[src/rtl/utopia_rx_scheduler.sv]
// Round-robin scheduler for a bank of Utopia-1 ATM receivers: arms each receiver,
// grants completed cells to the switch core one at a time, then releases and re-arms.
module utopia_rx_scheduler #(
  parameter int NumRx      = 4,
  parameter int RelTimeout = 64,
  localparam int PortW     = (NumRx > 1) ? $clog2(NumRx) : 1
) (
  input  logic              clk_in,
  input  logic              reset_n,
  input  logic [NumRx-1:0]  port_en,
  input  logic [NumRx-1:0]  rx_valid,
  output logic [NumRx-1:0]  rx_ready,
  output logic              fwd_valid,
  output logic [PortW-1:0]  fwd_port,
  input  logic              fwd_ready,
  input  logic              err_clr,
  output logic [NumRx-1:0]  rel_err,
  output logic [15:0]       cell_count
);

  localparam int CntW = ($clog2(RelTimeout + 1) > 7) ? $clog2(RelTimeout + 1) : 7;

  typedef enum logic [1:0] {
    S_ARM,
    S_PEND,
    S_RELEASE
  } port_state_e;

  port_state_e            state_q [NumRx];
  port_state_e            state_d [NumRx];
  logic [CntW-1:0]        cnt_q   [NumRx];
  logic [CntW-1:0]        cnt_d   [NumRx];
  logic [NumRx-1:0]       rx_ready_q, rx_ready_d;
  logic [NumRx-1:0]       rel_err_q, rel_err_d;
  logic [NumRx-1:0]       err_set;
  logic [NumRx-1:0]       pend;
  logic [NumRx-1:0]       grant_oh;
  logic [NumRx-1:0]       cand;
  logic                   fwd_valid_q, fwd_valid_d;
  logic [PortW-1:0]       fwd_port_q, fwd_port_d;
  logic [PortW-1:0]       ptr_q, ptr_d;
  logic [15:0]            cell_count_q, cell_count_d;
  logic                   accept;
  logic                   found;
  logic [PortW-1:0]       winner;
  int unsigned            idx;

  assign accept = fwd_valid_q & fwd_ready;

  always_comb begin
    grant_oh = '0;
    for (int unsigned i = 0; i < NumRx; i++) begin
      grant_oh[i] = fwd_valid_q && (fwd_port_q == PortW'(i));
    end
  end

  // Per-port ARM / PEND / RELEASE sequencing
  always_comb begin
    rx_ready_d = rx_ready_q;
    err_set    = '0;
    pend       = '0;
    for (int unsigned i = 0; i < NumRx; i++) begin
      state_d[i] = state_q[i];
      cnt_d[i]   = cnt_q[i];
      pend[i]    = (state_q[i] == S_PEND);
      case (state_q[i])
        S_ARM: begin
          rx_ready_d[i] = port_en[i];
          if (rx_ready_q[i] && rx_valid[i]) begin
            state_d[i]    = S_PEND;
            rx_ready_d[i] = 1'b1;
          end
        end
        S_PEND: begin
          rx_ready_d[i] = 1'b1;
          if (accept && grant_oh[i]) begin
            state_d[i]    = S_RELEASE;
            rx_ready_d[i] = 1'b0;
            cnt_d[i]      = '0;
          end
        end
        S_RELEASE: begin
          rx_ready_d[i] = 1'b0;
          if (!rx_valid[i]) begin
            state_d[i] = S_ARM;
            cnt_d[i]   = '0;
          end else if (cnt_q[i] < CntW'(RelTimeout)) begin
            // Counter saturates at RelTimeout so the error is raised exactly once per stall
            cnt_d[i] = cnt_q[i] + CntW'(1);
            if (cnt_q[i] == CntW'(RelTimeout - 1)) begin
              err_set[i] = 1'b1;
            end
          end
        end
        default: begin
          state_d[i]    = S_ARM;
          rx_ready_d[i] = 1'b0;
          cnt_d[i]      = '0;
        end
      endcase
    end
  end

  // Round-robin search starting one past the last winner; the port being accepted is excluded
  always_comb begin
    cand   = pend & ~grant_oh;
    found  = 1'b0;
    winner = '0;
    idx    = 0;
    for (int unsigned k = 1; k <= NumRx; k++) begin
      idx = int'(ptr_q) + k;
      if (idx >= NumRx) begin
        idx = idx - NumRx;
      end
      if (!found && cand[idx]) begin
        found  = 1'b1;
        winner = PortW'(idx);
      end
    end
  end

  always_comb begin
    fwd_valid_d  = fwd_valid_q;
    fwd_port_d   = fwd_port_q;
    ptr_d        = ptr_q;
    cell_count_d = cell_count_q;
    if (!fwd_valid_q || fwd_ready) begin
      if (found) begin
        fwd_valid_d = 1'b1;
        fwd_port_d  = winner;
        ptr_d       = winner;
      end else begin
        fwd_valid_d = 1'b0;
      end
    end
    if (accept) begin
      cell_count_d = cell_count_q + 16'd1;
    end
    rel_err_d = (rel_err_q & ~{NumRx{err_clr}}) | err_set;
  end

  always_ff @(posedge clk_in or negedge reset_n) begin
    if (!reset_n) begin
      for (int unsigned i = 0; i < NumRx; i++) begin
        state_q[i] <= S_ARM;
        cnt_q[i]   <= '0;
      end
      rx_ready_q   <= '0;
      rel_err_q    <= '0;
      fwd_valid_q  <= 1'b0;
      fwd_port_q   <= '0;
      ptr_q        <= PortW'(NumRx - 1);
      cell_count_q <= '0;
    end else begin
      for (int unsigned i = 0; i < NumRx; i++) begin
        state_q[i] <= state_d[i];
        cnt_q[i]   <= cnt_d[i];
      end
      rx_ready_q   <= rx_ready_d;
      rel_err_q    <= rel_err_d;
      fwd_valid_q  <= fwd_valid_d;
      fwd_port_q   <= fwd_port_d;
      ptr_q        <= ptr_d;
      cell_count_q <= cell_count_d;
    end
  end

  assign rx_ready   = rx_ready_q;
  assign rel_err    = rel_err_q;
  assign fwd_valid  = fwd_valid_q;
  assign fwd_port   = fwd_port_q;
  assign cell_count = cell_count_q;

endmodule

[config.mk]
export PLATFORM = sky130hd
export DESIGN_NAME = utopia_rx_scheduler
export DESIGN_NICKNAME = d
export VERILOG_FILES = /design/src/rtl/utopia_rx_scheduler.sv
export SDC_FILE = /design/constraint.sdc
export NUM_CORES = 1
export LEC_CHECK = 0
export BUFFER_PORTS_ARGS = -buffer_cell sky130_fd_sc_hd__buf_2
export CORE_MARGIN = 2
export CORE_UTILIZATION = 40
export DETAILED_ROUTE_END_ITERATION = 6
export SLEW_MARGIN = 40
export SYNTH_ARGS = -nofsm -noshare
export SYNTH_HDL_FRONTEND = slang
export SYNTH_SLANG_ARGS = --single-unit
[constraint.sdc]
create_clock -name clk_in -period 1.5 [get_ports clk_in]
set_input_delay 0.15 -clock clk_in [delete_from_list [all_inputs] [get_ports clk_in]]
set_output_delay 0.15 -clock clk_in [all_outputs]
set_load 0.005 [all_outputs]
==> impl_metrics.yaml <==
critical_path:
  critPathRequiredTime_ns: 1.79
  crit_path_end_kind: "flip-flop"
  crit_arrival_ns: 1.99
  critPathTopFamily: "compound AO/OA/AOI/OAI gates"
  path_buf_inv: 0
  slowest_stage: "dfrtp_2"
  critPathMaxFanout: 7
  worstPathCellList: "or3b_4 > o2bb2ai_4 > a22o_1 > a221o_1 > nand2_1"
  start_kind: "flip-flop"
  worstSetupPathType: "reg2reg"
  max_stage_delay_ns: 0.45
sta:
  final_max_slew_viol_count: 0
  setup_ws_ns: -0.203
  finalCritPeriodShare: 1.14
  fin_worst_skew_ns: 0.00747
  setup_tns_ns: -1.73
  fmax_mhz: 587
  worst_pin_slew_ns: 0.361
  final-setup-viol-count: 19
  finalHoldViolCount: 0
  post-route-min-period_ns: 1.70
  rsz0062_at_grt: "true"
  slew_headroom: 0.759
hold_path:
  hp-class: "in2reg"
global_route:
  grt_pass1_vias: 2453
  grt_max_degree: 66
  antenna_found_initial: 0
  grt_pass1_wl_um: 11000
  grt_use_total: 0.163
  grt_overflow: 0
cells_and_area:
  instances_no_fill: 498
  antennaDiodeCount: 0
  nets: 408
  design_area_um2: 4120
  drive_above_1_share: 0.348
  area_growth_pct: 32.8
routing:
  firstDrtPassIters: 6
  drt-initial-drc-count: 115
  avgRoutedWirePerCell_um: 13.5
  drt_wl_total_um: 6730
  avgViaCountPerCell: 5.12
  wl_met2_um: 3260
  top_layer: "met4"
  vias: 2550
  wl_met1_um: 3140
  drc_errors: 0
  drtAntennaViolNets: 0
  met3_length_um: 237
yosys:
  seq_area_frac_synth: 0.525
  synth_area_leader_cell: "dfrtp_1"
  synth_cells: 304
  yosys-top-cells-area: "dfrtp_1, xnor2_1, nor2_1"
  yosys_warnings: 0
  syn_area_per_cell_um2: 10.2
  synthTopCellsByCount: "dfrtp_1, nor2_1, nand2_1, o21ai_0, xnor2_1"
  synth_seq_cells: 65
  syn_nets: 321
  async_flop_share: 1.00
  synth_edf_count: 0
  synth_area_um2: 3100
  synth_cell_types: 52
  synth_top_cell_area_share: 0.508
  post-synth-top-count-cell: "dfrtp_1"
  ys.flop_type: "dfrtp_1"
power:
  ir_worst_vdd_mv: 0.721
  p_leak_nw: 1.94
  p_total_mw: 6.79
  power_per_cell_area_nw_per_um2: 1650
placement:
  gp_congestion: 0.833
  dp_hpwl_um: 4460
  portBuffers: 38
  pre_cts_slack_ns: -0.183
  dp_cells: 475
  postPlaceCellArea_um2: 3700
floorplanning:
  die_h_um: 92.1
  io_pins: 39
  core_um2: 7610
  initial_core_util: 0.408
  die_w_um: 92.1
  dieArea_um2: 8480
  std_cell_rows: 32
clocking:
  worstSkewPairLatency_ns: 0.34
  clockRootBuffer: "clkbuf_8"
  cts_sinks: 65
  clk_pin_slew_ns: 0.07
  cts_tree: "yes"
  cts_htree_levels: 3
  clk_path_buf_depth: 2
  cts_buffers: 9
status:
  violations: "setup timing"
  status: "finished with violations"
job:
  cap_violations: 0
## registers in the layout, indices dropped and copies added (netlist names)
| signal | cells |
|---|---|
| cell_count | 16 |
| cnt_q | 28 |
| fwd_port | 2 |
| fwd_valid | 1 |
| ptr_q | 2 |
| rel_err | 4 |
| rx_ready | 4 |
| state_q | 8 |
## kinds of logic after synthesis
| kind of cell | Yosys count | synth area share |
|---|---|---|
| flip-flops | 65 | 0.525 |
| multiplexers | 4 | 0.0145 |
| XOR/XNOR | 23 | 0.0649 |
| adder cells (fa/ha/maj) | 5 | 0.0202 |
| AND/OR/NAND/NOR | 136 | 0.230 |
| AO/OA/AOI/OAI | 57 | 0.127 |
| buffers and inverters | 14 | 0.0181 |
## worst min-delay path: stages
cell and delay (ns):
buf_2 0.09, inv_1 0.04, a211oi_1 0.06
## placed cells by master (no fill, tap or decap), types with 3 or more instances in the layout
cell	count
dfrtp_1	60
buf_2	38
nor2_1	32
buf_4	29
nand2_1	27
xnor2_1	18
nand3_1	12
inv_1	11
clkbuf_8	11
o21ai_0	9
a21oi_1	8
nand4_1	7
o21ai_1	7
buf_6	7
and3_1	6
a22o_1	6
nand3b_1	5
nor2b_1	5
nor3_1	5
xor2_1	5
ha_1	5
nor3_2	4
a21o_1	3
and3_4	3
o22ai_1	3
nand2b_1	3
nor2_2	3
mux2_2	3
clkinv_2	3
dfrtp_2	3
dlygate4sd3_1	3
## through the flow
stage | hold WS [ns] | util
floorplan | -0.146 | -
global placement | 0.196 | 0.486
detailed placement | 0.199 | 0.486
CTS | 0.0218 | 0.529
global route | 0.0299 | 0.542
finish | 0.0384 | 0.542
## worst paths after layout
path	startpoint	to	slack (ns)	cells after the start
max	fwd_port[0]$_DFFE_PN0P_	ptr_q[1]$_DFFE_PN1P_	-0.20	5
min	port_en[3]	rx_ready[3]$_DFF_PN0_	0.04	3
max reg2reg	fwd_port[0]$_DFFE_PN0P_	ptr_q[1]$_DFFE_PN1P_	-0.20	5
min reg2reg	cell_count[15]$_DFFE_PN0P_	cell_count[15]$_DFFE_PN0P_	0.46	1
max in group asynchronous	reset_n	ptr_q[0]$_DFFE_PN1P_	0.82	3
min in group asynchronous	reset_n	cnt_q[19]$_DFFE_PN0P_	0.34	3
## timing repair
item,4_1_cts,5_1_grt
pin swaps,9,15
hold buffers,3,0
setup buffers,4,1
resized for setup,19,30
hold endpoints to repair,65,0
setup endpoints to repair,26,47
## power by group
part / total (mW) / internal [mW] / switching, mW
Clock: 1.36 / 0.680 / 0.679
Combinational: 3.00 / 1.58 / 1.42
Sequential: 2.43 / 2.12 / 0.309
Total: 6.79 / 4.39 / 2.41
## per-layer routing
layer	up-vias	GRT usage
met5	-	0
met4	0	0.0622
met3	8	0.0435
met2	52	0.271
met1	1234	0.202
li1	1256	-
## area by class of cell
cell class                      count  area (um^2)
Clock inverter                      5         30.0
Tap cell                          102          128
Multi-Input combinational cell    225         1580
Timing Repair Buffer               79          557
Inverter                           11         41.3
Clock buffer                       11          151
Fill cell                         702         3480
Sequential cell                    65         1630
Power figures use the tool's default switching activity.
